===== src/rtl/arbitro_memoria_pkg.sv =====
// -----------------------------------------------------------------------------
// arb_mem_pkg -- shared definitions for the arbitro_memoria slice.
//   DATA_WIDTH / ADDR_WIDTH : default RAM word and address widths
//   REQ_FETCH / REQ_LS      : requester indices (instruction fetch, load/store)
//   req_bundle_t            : one requester's request (req, we, addr, wdata)
//   sat_add16               : saturating add used by the optional conflict
//                             counter (ARB_MEM_STATS_EN)
// -----------------------------------------------------------------------------
package arb_mem_pkg;

  localparam int DATA_WIDTH = 8;
  localparam int ADDR_WIDTH = 6;

  localparam int REQ_FETCH = 0;
  localparam int REQ_LS    = 1;

  typedef struct packed {
    logic                  req;
    logic                  we;
    logic [ADDR_WIDTH-1:0] addr;
    logic [DATA_WIDTH-1:0] wdata;
  } req_bundle_t;

  // Adds a small increment to a 16-bit count, clamping at 16'hFFFF.
  function automatic logic [15:0] sat_add16(input logic [15:0] base,
                                            input logic [1:0]  inc);
    logic [16:0] sum;
    sum = {1'b0, base} + {15'd0, inc};
    if (sum[16]) begin
      sat_add16 = 16'hFFFF;
    end else begin
      sat_add16 = sum[15:0];
    end
  endfunction

endpackage


===== src/rtl/arbitro_memoria_if.sv =====
// -----------------------------------------------------------------------------
// arbitro_memoria_if -- bus between the two requesters, the arbiter and the
// 8x64 dual-address RAM.
//   Requester i : req_i, we_i, addr_i, wdata_i (to arbiter);
//                 gnt_i, rvalid_i, rdata_i (from arbiter)
//   RAM side    : mem_data, mem_write_addr, mem_read_addr, mem_EscMen
//                 (from arbiter); mem_saida (registered RAM read data)
// Modports:
//   slave  -- the arbiter view
//   master -- the environment view (requesters plus RAM)
// -----------------------------------------------------------------------------
interface arbitro_memoria_if #(
  parameter int DATA_WIDTH = arb_mem_pkg::DATA_WIDTH,
  parameter int ADDR_WIDTH = arb_mem_pkg::ADDR_WIDTH
);

  logic                  req0;
  logic                  we0;
  logic [ADDR_WIDTH-1:0] addr0;
  logic [DATA_WIDTH-1:0] wdata0;
  logic                  gnt0;
  logic                  rvalid0;
  logic [DATA_WIDTH-1:0] rdata0;

  logic                  req1;
  logic                  we1;
  logic [ADDR_WIDTH-1:0] addr1;
  logic [DATA_WIDTH-1:0] wdata1;
  logic                  gnt1;
  logic                  rvalid1;
  logic [DATA_WIDTH-1:0] rdata1;

  logic [DATA_WIDTH-1:0] mem_data;
  logic [ADDR_WIDTH-1:0] mem_write_addr;
  logic [ADDR_WIDTH-1:0] mem_read_addr;
  logic                  mem_EscMen;
  logic [DATA_WIDTH-1:0] mem_saida;

  modport slave (
    input  req0, we0, addr0, wdata0,
    input  req1, we1, addr1, wdata1,
    input  mem_saida,
    output gnt0, rvalid0, rdata0,
    output gnt1, rvalid1, rdata1,
    output mem_data, mem_write_addr, mem_read_addr, mem_EscMen
  );

  modport master (
    output req0, we0, addr0, wdata0,
    output req1, we1, addr1, wdata1,
    output mem_saida,
    input  gnt0, rvalid0, rdata0,
    input  gnt1, rvalid1, rdata1,
    input  mem_data, mem_write_addr, mem_read_addr, mem_EscMen
  );

endinterface


===== src/rtl/arbitro_memoria_rr_arb2.sv =====
// -----------------------------------------------------------------------------
// rr_arb2 -- two-way round-robin arbiter for one request class.
//   clock    : clock
//   resetn   : synchronous active-low reset (pointer back to requester 0)
//   req[1:0] : requests of this class
//   gnt[1:0] : one-hot grant (combinational)
//   conflict : both requesters asked this cycle
// The 1-bit pointer names the requester favoured on the next conflict. On a
// conflict it moves to the loser; a lone requester leaves it untouched.
// -----------------------------------------------------------------------------
module rr_arb2 (
  input  logic       clock,
  input  logic       resetn,
  input  logic [1:0] req,
  output logic [1:0] gnt,
  output logic       conflict
);

  logic prio_d;
  logic prio_q;

  // Grant selection and pointer update.
  always_comb begin
    gnt      = 2'b00;
    conflict = 1'b0;
    prio_d   = prio_q;
    case (req)
      2'b01: gnt = 2'b01;
      2'b10: gnt = 2'b10;
      2'b11: begin
        conflict = 1'b1;
        if (prio_q) begin
          gnt    = 2'b10;
          prio_d = 1'b0;
        end else begin
          gnt    = 2'b01;
          prio_d = 1'b1;
        end
      end
      default: gnt = 2'b00;
    endcase
  end

  // Round-robin pointer register.
  always_ff @(posedge clock) begin
    if (!resetn) begin
      prio_q <= 1'b0;
    end else begin
      prio_q <= prio_d;
    end
  end

endmodule


===== src/rtl/arbitro_memoria.sv =====
// -----------------------------------------------------------------------------
// arbitro_memoria -- two-requester arbiter in front of the 8x64 dual-address
// RAM. Requester 0 is instruction fetch, requester 1 is load/store.
//   clock          : clock shared with the RAM (RAM writes on negedge,
//                    registers read data on posedge)
//   resetn         : synchronous active-low reset
//   bus            : arbitro_memoria_if.slave (requesters + RAM signals)
//   conflict_count : [15:0] saturating conflict counter, present only when
//                    the ARB_MEM_STATS_EN macro is defined
// Reads and writes are arbitrated independently, so one read and one write
// can be granted in the same cycle. Read data returns one cycle after the
// grant with a per-requester valid strobe.
// -----------------------------------------------------------------------------
module arbitro_memoria #(
  parameter int DATA_WIDTH = arb_mem_pkg::DATA_WIDTH,
  parameter int ADDR_WIDTH = arb_mem_pkg::ADDR_WIDTH
) (
  input  logic                clock,
  input  logic                resetn,
`ifdef ARB_MEM_STATS_EN
  output logic [15:0]         conflict_count,
`endif
  arbitro_memoria_if.slave    bus
);

  import arb_mem_pkg::*;

  logic [1:0]            rd_req_s;
  logic [1:0]            wr_req_s;
  logic [1:0]            rd_gnt_s;
  logic [1:0]            wr_gnt_s;
  logic                  rd_conflict_s;
  logic                  wr_conflict_s;
  logic [ADDR_WIDTH-1:0] wr_addr_s;
  logic [DATA_WIDTH-1:0] wr_data_s;
  logic [ADDR_WIDTH-1:0] rd_addr_s;
  logic [1:0]            rvalid_d;
  logic [1:0]            rvalid_q;

  // Split requests into read and write classes; reset masks every request,
  // which forces all grants and the write enable low while resetn is 0.
  always_comb begin
    rd_req_s = 2'b00;
    wr_req_s = 2'b00;
    if (resetn) begin
      rd_req_s[REQ_FETCH] = bus.req0 & ~bus.we0;
      rd_req_s[REQ_LS]    = bus.req1 & ~bus.we1;
      wr_req_s[REQ_FETCH] = bus.req0 &  bus.we0;
      wr_req_s[REQ_LS]    = bus.req1 &  bus.we1;
    end else begin
      rd_req_s = 2'b00;
      wr_req_s = 2'b00;
    end
  end

  rr_arb2 u_rd_arb (
    .clock    (clock),
    .resetn   (resetn),
    .req      (rd_req_s),
    .gnt      (rd_gnt_s),
    .conflict (rd_conflict_s)
  );

  rr_arb2 u_wr_arb (
    .clock    (clock),
    .resetn   (resetn),
    .req      (wr_req_s),
    .gnt      (wr_gnt_s),
    .conflict (wr_conflict_s)
  );

  // Steer the winning addresses/data to the RAM; requester 0 values are
  // presented when nobody wins the class.
  always_comb begin
    wr_addr_s = bus.addr0;
    wr_data_s = bus.wdata0;
    rd_addr_s = bus.addr0;
    if (wr_gnt_s[REQ_LS]) begin
      wr_addr_s = bus.addr1;
      wr_data_s = bus.wdata1;
    end else begin
      wr_addr_s = bus.addr0;
      wr_data_s = bus.wdata0;
    end
    if (rd_gnt_s[REQ_LS]) begin
      rd_addr_s = bus.addr1;
    end else begin
      rd_addr_s = bus.addr0;
    end
  end

  // Read-valid pipeline input: the read grant of this cycle.
  always_comb begin
    rvalid_d = 2'b00;
    if (resetn) begin
      rvalid_d = rd_gnt_s;
    end else begin
      rvalid_d = 2'b00;
    end
  end

  // Read-valid pipeline register (one cycle grant-to-data latency).
  always_ff @(posedge clock) begin
    if (!resetn) begin
      rvalid_q <= 2'b00;
    end else begin
      rvalid_q <= rvalid_d;
    end
  end

  assign bus.gnt0           = rd_gnt_s[REQ_FETCH] | wr_gnt_s[REQ_FETCH];
  assign bus.gnt1           = rd_gnt_s[REQ_LS]    | wr_gnt_s[REQ_LS];
  assign bus.mem_EscMen     = |wr_gnt_s;
  assign bus.mem_write_addr = wr_addr_s;
  assign bus.mem_data       = wr_data_s;
  assign bus.mem_read_addr  = rd_addr_s;
  // Gating with resetn drops a result whose grant preceded the reset cycle.
  assign bus.rvalid0        = rvalid_q[REQ_FETCH] & resetn;
  assign bus.rvalid1        = rvalid_q[REQ_LS]    & resetn;
  assign bus.rdata0         = bus.mem_saida;
  assign bus.rdata1         = bus.mem_saida;

`ifdef ARB_MEM_STATS_EN
  logic [15:0] conflict_count_d;
  logic [15:0] conflict_count_q;

  // A cycle with both a read and a write conflict counts twice.
  always_comb begin
    conflict_count_d = sat_add16(conflict_count_q,
                                 {1'b0, rd_conflict_s} + {1'b0, wr_conflict_s});
  end

  // Conflict counter register.
  always_ff @(posedge clock) begin
    if (!resetn) begin
      conflict_count_q <= 16'd0;
    end else begin
      conflict_count_q <= conflict_count_d;
    end
  end

  assign conflict_count = conflict_count_q;
`else
  logic unused_conflict_s;
  assign unused_conflict_s = rd_conflict_s ^ wr_conflict_s;
`endif

endmodule


===== src/flat_wrapper.sv =====
// flat-port wrapper written by rule: the top's interface ports become plain ports
module arbitro_memoria_flat import arb_mem_pkg::*;
#(
  parameter int DATA_WIDTH = arb_mem_pkg::DATA_WIDTH,
  parameter int ADDR_WIDTH = arb_mem_pkg::ADDR_WIDTH
)
  (clock, resetn, bus_req0, bus_we0, bus_addr0, bus_wdata0, bus_req1, bus_we1, bus_addr1, bus_wdata1, bus_mem_saida, bus_gnt0, bus_rvalid0, bus_rdata0, bus_gnt1, bus_rvalid1, bus_rdata1, bus_mem_data, bus_mem_write_addr, bus_mem_read_addr, bus_mem_EscMen);
  arbitro_memoria_if #(.DATA_WIDTH(DATA_WIDTH), .ADDR_WIDTH(ADDR_WIDTH)) bus_i ();
  input  logic clock;
  input  logic resetn;
  input wire logic [$bits(bus_i.req0)-1:0] bus_req0;
  input wire logic [$bits(bus_i.we0)-1:0] bus_we0;
  input wire logic [$bits(bus_i.addr0)-1:0] bus_addr0;
  input wire logic [$bits(bus_i.wdata0)-1:0] bus_wdata0;
  input wire logic [$bits(bus_i.req1)-1:0] bus_req1;
  input wire logic [$bits(bus_i.we1)-1:0] bus_we1;
  input wire logic [$bits(bus_i.addr1)-1:0] bus_addr1;
  input wire logic [$bits(bus_i.wdata1)-1:0] bus_wdata1;
  input wire logic [$bits(bus_i.mem_saida)-1:0] bus_mem_saida;
  output wire logic [$bits(bus_i.gnt0)-1:0] bus_gnt0;
  output wire logic [$bits(bus_i.rvalid0)-1:0] bus_rvalid0;
  output wire logic [$bits(bus_i.rdata0)-1:0] bus_rdata0;
  output wire logic [$bits(bus_i.gnt1)-1:0] bus_gnt1;
  output wire logic [$bits(bus_i.rvalid1)-1:0] bus_rvalid1;
  output wire logic [$bits(bus_i.rdata1)-1:0] bus_rdata1;
  output wire logic [$bits(bus_i.mem_data)-1:0] bus_mem_data;
  output wire logic [$bits(bus_i.mem_write_addr)-1:0] bus_mem_write_addr;
  output wire logic [$bits(bus_i.mem_read_addr)-1:0] bus_mem_read_addr;
  output wire logic [$bits(bus_i.mem_EscMen)-1:0] bus_mem_EscMen;
  assign bus_i.req0 = bus_req0;
  assign bus_i.we0 = bus_we0;
  assign bus_i.addr0 = bus_addr0;
  assign bus_i.wdata0 = bus_wdata0;
  assign bus_i.req1 = bus_req1;
  assign bus_i.we1 = bus_we1;
  assign bus_i.addr1 = bus_addr1;
  assign bus_i.wdata1 = bus_wdata1;
  assign bus_i.mem_saida = bus_mem_saida;
  assign bus_gnt0 = bus_i.gnt0;
  assign bus_rvalid0 = bus_i.rvalid0;
  assign bus_rdata0 = bus_i.rdata0;
  assign bus_gnt1 = bus_i.gnt1;
  assign bus_rvalid1 = bus_i.rvalid1;
  assign bus_rdata1 = bus_i.rdata1;
  assign bus_mem_data = bus_i.mem_data;
  assign bus_mem_write_addr = bus_i.mem_write_addr;
  assign bus_mem_read_addr = bus_i.mem_read_addr;
  assign bus_mem_EscMen = bus_i.mem_EscMen;
  arbitro_memoria #(.DATA_WIDTH(DATA_WIDTH), .ADDR_WIDTH(ADDR_WIDTH)) u_core (.clock(clock), .resetn(resetn), .bus(bus_i));
endmodule

===== config.mk =====
export PLATFORM = sky130hd
export DESIGN_NAME = arbitro_memoria_flat
export DESIGN_NICKNAME = d
export VERILOG_FILES = /design/src/rtl/arbitro_memoria_pkg.sv /design/src/rtl/arbitro_memoria_if.sv /design/src/rtl/arbitro_memoria_rr_arb2.sv /design/src/rtl/arbitro_memoria.sv /design/src/flat_wrapper.sv
export SDC_FILE = /design/constraint.sdc
export NUM_CORES = 1
export LEC_CHECK = 0
export CAP_MARGIN = 20
export CORE_ASPECT_RATIO = 1.25
export CORE_UTILIZATION = 24
export DETAILED_ROUTE_END_ITERATION = 10
export GPL_TIMING_DRIVEN = 0
export HOLD_SLACK_MARGIN = 0.12
export PLACE_DENSITY = 0.85
export SLEW_MARGIN = 20
export SYNTH_ARGS = -nofsm -noshare
export SYNTH_HDL_FRONTEND = slang
export SYNTH_SLANG_ARGS = --single-unit

===== constraint.sdc =====
create_clock -name clock -period 1.55 [get_ports clock]
set_input_delay 0.155 -clock clock [delete_from_list [all_inputs] [get_ports clock]]
set_output_delay 0.155 -clock clock [all_outputs]
set_load 0.01 [all_outputs]

After elaboration in Yosys (flattened, before gate mapping)

Cells that the tools add are included.

Divide/modulo/power cells: 0
Add/sub/neg operators: 0
Multiply operators: 0
Bitwise gates (word level): 10
Muxes and demuxes: 11
Eq/ne operators: 6
Reductions and logical operators: 1
Order comparisons: 0
Shift-type cells: 0

Operators with widths:

| kind                                                 | count |
|---|---|
| 2-to-1 mux 6 bit                                     | 2 |
| one-hot mux 2 bit (3 select lines)                   | 2 |
| equality test 2 bit (second input constant)          | 4 |
| 2-to-1 mux 2 bit                                     | 4 |
| 2-to-1 mux 8 bit                                     | 1 |
| AND 1 bit                                            | 6 |
| equality test 2 x 1 -> 1 bit (second input constant) | 2 |
| 2-to-1 mux 1 bit                                     | 2 |
| inverter 1 bit                                       | 2 |
| OR 1 bit                                             | 2 |
| OR reduction 2 bit                                   | 1 |

Bits in latches: 0
Register bits after elaboration: 4
Bits of input ports: 42
Output and inout bits: 41
Bits in read-only memories: 0
Memories kept: 0
Logic and storage cells: 31
RAM bits: 0

Logic depth before layout (Yosys ltp)

Gate-level depths: netlist of run 1.

Depth after elaboration: 6
Mapped depth: 4
Gate-level depth less buffers: 3

By module

A second synthesis of run 1 with hierarchy kept.

Cell total of the unflattened synthesis: 68
Area total of the unflattened synthesis: 663.1 um^2

Modules (own cells, without submodules):

| module          | sequential area each (um^2) | instances | cells an instance | area each (um^2) |
|---|---|---|---|---|
| arbitro_memoria | 40.0                        | 1         | 52                | 525.5 |
| rr_arb2         | 20.0                        | 2         | 8                 | 68.8 |

Worst setup path after synthesis of run 1

No wires, ideal clock.

Path type: register to output
Start point: register u_core.u_wr_arb.prio_q
End point: output port bus_mem_data[0]
Data required time: 1.395 ns
Cell stages (with the launch flop): 4
Slack: 0.246 ns
Arrival: 1.149 ns
Buffers on the path: 1
Cells stage by stage: dfxtp_1 > o2111ai_4 > buf_6 > mux2_1

Word-level cells in the longest chain between the ends: 3

RTL lines:

| what                               | RTL line                      | text |
|---|---|---|
| start: declaration                 | arbitro_memoria_rr_arb2.sv:20 | `logic prio_q;` |
| start signal: assignment           | arbitro_memoria_rr_arb2.sv:49 | `prio_q <= prio_d;` |
| 2-to-1 mux 2 bit                   | arbitro_memoria_rr_arb2.sv:32 | `if (prio_q) begin` |
| one-hot mux 2 bit (3 select lines) | arbitro_memoria_rr_arb2.sv:27 | `case (req)` |
| 2-to-1 mux 8 bit                   | arbitro_memoria.sv:78         | `if (wr_gnt_s[REQ_LS]) begin` |
| end: declaration                   | flat_wrapper.sv:26            | `output wire logic [$bits(bus_i.mem_data)-1:0] bus_mem_data;` |

Every way passes these cells.

Final worst setup path of run 1

Start point: register u_core.u_wr_arb.prio_q
End point: output port bus_mem_write_addr[1]

Word-level cells in the longest chain between the ends: 3

RTL lines:

| what                               | RTL line                      | text |
|---|---|---|
| 2-to-1 mux 2 bit                   | arbitro_memoria_rr_arb2.sv:32 |  |
| one-hot mux 2 bit (3 select lines) | arbitro_memoria_rr_arb2.sv:27 |  |
| 2-to-1 mux 6 bit                   | arbitro_memoria.sv:78         |  |
| end: declaration                   | flat_wrapper.sv:27            | `output wire logic [$bits(bus_i.mem_write_addr)-1:0] bus_mem_write_addr;` |

Every way passes these cells.

==> results of run 1 <==
## cell type report
cell class	instances	area (um^2)	area share
timing repair buffer	89	911	0.550
clock buffer	3	22.5	0.0136
sequential	4	87.6	0.0529
buffer	16	120	0.0725
inverter	2	7.51	0.00453
tap	31	38.8	0.0234
multi-input combinational	39	469	0.283
## state kept, by name (all words and copies together), names as in the netlist
| name | flops |
|---|---|
| u_core.rvalid_q | 2 |
| u_core.u_rd_arb.prio_q | 1 |
| u_core.u_wr_arb.prio_q | 1 |
## repair_timing
item / 4_1_cts / 5_1_grt
buffers inserted: 16 / 1
gates resized for setup: 146 / 19
cloned: 1 / 0
hold buffers: 0 / 0
pin swaps: 2 / 3
setup endpoints to repair: 25 / 23
## worst min path at each step
stage | endpoint | slack [ns] | depth (start not counted)
after floorplan | u_core.u_wr_arb.prio_q | 0.32 | 2
after global placement | u_core.rvalid_q[0] | 0.53 | 1
after detailed placement | u_core.rvalid_q[0] | 0.54 | 1
after CTS | u_core.u_wr_arb.prio_q | 0.34 | 4
final | u_core.u_wr_arb.prio_q | 0.34 | 3
after global routing | u_core.u_wr_arb.prio_q | 0.36 | 4
## power by group through the flow
stage	clock network, mW	registers (mW)	logic, mW
finish	0.129	0.109	0.434
global route	0.140	0.109	0.458
CTS	0.136	0.109	0.412
detailed placement	0	0.112	0.356
global placement	0	0.112	0.350
floorplan	0	0.111	0.130
## cells in the mapped netlist
cell type	instances
and2b_1	1
a211oi_1	1
mux2_2	11
inv_1	2
nand4_1	1
mux2_1	9
and2_1	2
a21oi_1	1
nand2b_1	1
xnor2_1	1
buf_6	1
nand3_1	1
nor2_1	2
and4bb_2	1
o211ai_2	1
buf_4	16
xor2_1	1
a41o_1	1
nand2_1	3
o2111ai_4	1
dfxtp_1	4
## through the flow
stage | util | cells | worst slack, ns | setup TNS (ns)
after global routing | 0.734 | 184 | -0.173 | -2.27
after floorplan | - | 62 | 0.246 | 0
after global placement | 0.607 | 167 | -0.750 | -14.84
after CTS | 0.719 | 187 | -0.179 | -1.93
after detailed placement | 0.607 | 167 | -0.824 | -15.60
final | 0.734 | 184 | -0.129 | -1.33
## routing by layer
metal  vias up  wire [um]  global-route usage
li1        388          -                   -
met5         -          0                   0
met3         6        228              0.0380
met4         0         63              0.0924
met1       368        914               0.201
met2        52       1390               0.355
## cells by family (layout without fill, tap and decap cells)
family	after synthesis	after routing	synth area share
xor gates and xnor gates	2	2	0.0296
AOI/OAI and AO/OA	5	5	0.104
muxes	20	20	0.381
buffers and inverters	19	110	0.235
DFF	4	4	0.135
and+or+nand+nor	12	12	0.116
## worst max-delay path: cells and delay by family (launching register included)
kind,cells,cell delay (ns)
flip-flops,1,0.35
buffers and inverters,3,0.38
multiplexers,1,0.30
AO/OA/AOI/OAI,1,0.26
==> impl_metrics.csv, run 1 <==
group,metric,value,unit
setup_path,regToRegSetupSlack,0.67,ns
route,detail_route.first_pass.iterations,1,
yosys,synth_top_cell_area_share,0.209,
setup_path,crit_fanout,3,
global_routing,grt_overflow,0,
power_and_ir_drop,p_total,0.671,mW
global_routing,grt_pass1_wl,3.80,mm
placement,place_area,1370,um^2
power_and_ir_drop,swShare,0.279,
sta,fmaxAchievable,595,MHz
route,post_drt_wl_per_cell,14.1,um
placement,dp_hpwl,1.74,mm
run,drv_cap,0,
setup_path,reg2reg_depth,3,
die,die_w,46.4,um
yosys,synth-seq-area-share,0.135,
min_path,min-delay-start,"resetn",
yosys,synth_nets,104,
finish,design_area,1660,um^2
sta,finalCriticalPeriod,1.68,ns
die,die_area,2670,um^2
global_routing,grt_pass1_vias,869,
global_routing,grt_usage,0.196,
route,avgViaCountPerCell,4.42,
clocking,clock_path_buffers,2,
placement,gp_congestion,0.712,
sta,finalCritPeriodShare,1.08,
clocking,clock_latency,0.23,ns
route,route.detailed.drc,0,
route,vias,814,
setup_path,critPathLaunch,"u_core.u_wr_arb.prio_q",
yosys,syn_area,592,um^2
finish,nFillCells,154,
sta,final-setup-viol-count,18,
placement,portBuffers,74,
setup_path,rr_startpoint,"u_core.u_rd_arb.prio_q",
setup_path,critPathRequiredTime,1.39,ns
sta,relSlewSlack,0.831,
run_status,violations,"setup timing",
die,core-area,2260,um^2
clocking,numClockSinks,4,
power_and_ir_drop,pwr-share-comb,0.646,
setup_path,r2r-end,"u_core.rvalid_q[1]",
global_routing,grt_start_max_net_pins,7,
finish,area_growth,180,%
finish,final_cell_mix,"clkdlybuf4s50_1, buf_6, buf_4",
power_and_ir_drop,switchingPower,0.187,mW
yosys,syn_inst,62,
finish,layout_commonest_cell,"clkdlybuf4s50_1",
power_and_ir_drop,p_int,0.484,mW
clocking,path_clk_slew,0.04,ns
setup_path,crit_end,"bus_mem_write_addr[1]",
power_and_ir_drop,leakage,0.801,nW
setup_path,cp.arrival,1.52,ns
power_and_ir_drop,power_density,405,nW/um^2
die,row_count,19,
die,die_y,57.5,um
die,start_util,0.262,
sta,clock_skew,0.00236,ns
yosys,synth_top_area_cell,"mux2_2",
setup_path,slowest_stage,"dfxtp_4",
setup_path,worst-setup-path-type,"flip-flop to output port",
min_path,hold_class,"input port to flip-flop",
setup_path,critPathMaxStageDelay,0.35,ns
global_routing,antenna_found_initial,0,
finish,antenna_cells,0,
power_and_ir_drop,clock_power_share,0.192,
route,drtIter0Drc,0,
sta,setup_slack,-0.129,ns
clocking,clock-root-buffer,"clkbuf_4",
run_status,status,"finished with violations",
sta,fin_hold_ws,0.338,ns
yosys,synth_area_leaders,"mux2_2, buf_4, mux2_1, dfxtp_1, o2111ai_4",
yosys,synth_area_per_cell,9.55,um^2
sta,slew_violations,0,
yosys,synth_seq_cells,4,
power_and_ir_drop,ir_drop,0.228,mV
sta,hold_viol_final,0,
finish,drive_gt1_frac,0.582,
setup_path,endpoint_kind,"output port",
setup_path,worstPathCellList,"o2111ai_4 -> buf_6 -> buf_6 -> mux2_4 -> buf_6",
clocking,cts_tree,"done",
die,pin_count,83,
setup_path,critPathMostFrequentCell,"buf_6",
finish,final_nets,197,
setup_path,start_kind,"flip-flop",
sta,rsz0062_at_grt,"true",
route,routed_wl,2.60,mm
clocking,h-tree-depth,1,
power_and_ir_drop,p_seq_frac,0.162,
clocking,cts_buffers,3,
yosys,synth_warnings,0,
route,drtAntennaViolNets,0,
yosys,synthDistinctLibCells,21,
sta,tightest_slew,0.253,ns
Power figures use the tool's default switching activity.
==> inputs of run 2 (changes only) <==
--- a/config.mk
+++ b/config.mk
@@ -7,12 +7,13 @@
 export LEC_CHECK = 0
 export CAP_MARGIN = 20
 export CORE_ASPECT_RATIO = 1.25
-export CORE_UTILIZATION = 24
+export CORE_UTILIZATION = 26
 export DETAILED_ROUTE_END_ITERATION = 10
 export GPL_TIMING_DRIVEN = 0
 export HOLD_SLACK_MARGIN = 0.12
-export PLACE_DENSITY = 0.85
+export PLACE_DENSITY = 0.86
 export SLEW_MARGIN = 20
 export SYNTH_ARGS = -nofsm -noshare
 export SYNTH_HDL_FRONTEND = slang
+export SYNTH_HIERARCHICAL = 1
 export SYNTH_SLANG_ARGS = --single-unit
==> run 2 against run 1 <==
- the flow still finishes with violations (setup timing)
- highest routed layer unchanged
- core utilization decreased by 5.1 points
- clock power increased by 7%
- sequential power about the same
- first-iteration DRC count increased by 5
==> impl_metrics.csv, run 2 <==
group,metric,value,unit
run_status,status,"finished with violations",
run_status,violations,"setup timing",
sta,tightest_slew,0.184,ns
clocking,cts_tree,"done",
die,start_util,0.273,
setup_path,worst-setup-path-type,"flip-flop to output port",
finish,nFillCells,201,
die,die_w,47.2,um
power_and_ir_drop,swShare,0.270,
yosys,synth.most_common_cell,"buf_4",
global_routing,antenna_found_initial,0,
global_routing,grt_pass1_vias,852,
yosys,synth_area_per_cell,9.75,um^2
min_path,hold_class,"input port to flip-flop",
finish,antenna_cells,0,
global_routing,grt_overflow,0,
run,drv_cap,0,
yosys,synth_edf_count,0,
yosys,synth_top_cell_area_share,0.204,
yosys,synth_top_area_cell,"mux2_2",
power_and_ir_drop,pwr-share-comb,0.632,
finish,final_util,0.683,
sta,setup_slack,-0.0353,ns
power_and_ir_drop,p_seq_frac,0.160,
route,detail_route.first_pass.iterations,6,
die,core-area,2430,um^2
placement,preCtsSetupSlack,-1.04,ns
sta,final-setup-viol-count,14,
finish,largest_register_ff_count,2,
die,die_area,2760,um^2
sta,relSlewSlack,0.877,
clocking,cts_buffers,3,
sta,finalCritPeriodShare,1.02,
setup_path,cp.arrival,1.43,ns
yosys,synth_area_leaders,"mux2_2, buf_4, mux2_4, dfxtp_1, a21boi_0",
setup_path,critPathRequiredTime,1.39,ns
yosys,synth_nets,110,
finish,biggestRegsByFlops,"u_core/rvalid_q x2, u_core/u_rd_arb/prio_q x1, u_core/u_wr_arb/prio_q x1",
setup_path,regToRegSetupSlack,0.75,ns
clocking,path_clk_slew,0.04,ns
yosys,synth-seq-area-share,0.121,
global_routing,grt_start_max_net_pins,13,
route,avgViaCountPerCell,4.40,
placement,gp_congestion,0.641,
sta,fmaxAchievable,631,MHz
clocking,clock_path_buffers,2,
finish,largest_register,"u_core/rvalid_q",
clocking,clock_latency,0.24,ns
clocking,clock-root-buffer,"clkbuf_4",
die,pin_count,83,
finish,layout_commonest_cell,"clkdlybuf4s50_1",
route,post_drt_wl_per_cell,12.6,um
finish,drive_gt1_frac,0.605,
yosys,synthDistinctLibCells,18,
finish,final_nets,201,
route,drtAntennaViolNets,0,
sta,slew_violations,0,
power_and_ir_drop,p_total,0.664,mW
placement,portBuffers,74,
finish,final_cell_mix,"clkdlybuf4s50_1, buf_4, buf_6",
route,routed_wl,2.39,mm
yosys,async_flop_share,0,
power_and_ir_drop,ir_drop,0.197,mV
yosys,syn_inst,68,
power_and_ir_drop,clock_power_share,0.208,
yosys,synth_warnings,6,
global_routing,grt_pass1_wl,3.59,mm
global_routing,grt_usage,0.184,
power_and_ir_drop,p_int,0.485,mW
clocking,h-tree-depth,1,
sta,rsz0062_at_grt,"true",
sta,finalCriticalPeriod,1.59,ns
route,vias,836,
power_and_ir_drop,power_density,400,nW/um^2
clocking,numClockSinks,4,
power_and_ir_drop,switchingPower,0.179,mW
setup_path,endpoint_kind,"output port",
sta,clock_skew,0.00323,ns
setup_path,crit_fanout,5,
sta,tns,-0.428,ns
yosys,synth_seq_cells,4,
route,drtIter0Drc,5,
yosys,synthFlopType,"dfxtp_1",
setup_path,start_kind,"flip-flop",
die,row_count,20,
yosys,synth_top_cells_by_count,"buf_4, mux2_2, mux2_4",
route,route.detailed.drc,0,
placement,dp_hpwl,1.75,mm
finish,area_growth,150,%
finish,seq_area,82.6,um^2
power_and_ir_drop,leakage,0.773,nW
die,die_y,58.5,um
yosys,syn_area,663,um^2
finish,multi_input_area,484,um^2
sta,hold_viol_final,0,
run 2: logic make-up (layout without fill, tap and decap cells):
kind of cell | Yosys count | after routing | synth area share
buf+inv | 21 | 110 | 0.247
compound gates | 6 | 6 | 0.0717
flops | 4 | 4 | 0.121
simple gates | 17 | 17 | 0.175
mux | 20 | 20 | 0.385
run 2: area by class of cell:
type | count | area share
multi-input combinational | 43 | 0.292
tap | 33 | 0.0249
buffer | 19 | 0.0958
clock buffer | 3 | 0.0136
timing repair buffer | 86 | 0.519
inverter | 2 | 0.00453
sequential | 4 | 0.0498
run 2: worst paths after layout:
check,startpoint,to,depth (start not counted)
max,u_core/u_wr_arb/prio_q,bus_mem_data[7],6
min,resetn,u_core/rvalid_q[1],2
max reg2reg,u_core/u_rd_arb/prio_q,u_core/rvalid_q[0],3
min reg2reg,u_core/u_wr_arb/prio_q,u_core/u_wr_arb/prio_q,3
run 2: metrics by stage:
step | instance area, um^2 | hold slack [ns] | instances
2_1_floorplan | 663 | 0.277 | 68
3_3_place_gp | 1450 | 0.466 | 175
3_5_place_dp | 1450 | 0.491 | 175
4_1_cts | 1690 | 0.260 | 191
5_1_grt | 1660 | 0.232 | 190
6_report | 1660 | 0.220 | 190
run 2: critical path, stage by stage (launching register included):
cell and delay [ns]:
dfxtp_2 0.33, inv_2 0.04, a21boi_2 0.13, buf_6 0.15, buf_12 0.12, mux2_4 0.30, buf_6 0.12
run 2: what timing repair did:
item	CTS	global route
endpoints found under the setup margin	25	23
pin swaps	3	2
gates cloned	1	0
hold buffers	0	0
resized for setup	153	6
setup buffers	12	0
run 2: power by group through the flow:
stage                     clock [mW]  combinational, mW  sequential (mW)
final                          0.138              0.420            0.106
after global routing           0.153              0.445            0.106
after CTS                      0.140              0.427            0.106
after detailed placement           0              0.370            0.108
after global placement             0              0.363            0.108
after floorplan                    0              0.147            0.108
run 2: metal layers:
metal	GRT usage	share of wire	routed length, um	up-vias
met5	0	0	0	-
met3	0.0583	0.11	268	6
met2	0.331	0.52	1250	64
li1	-	-	-	399
met1	0.177	0.34	802	367
met4	0.0980	0.026	63	0
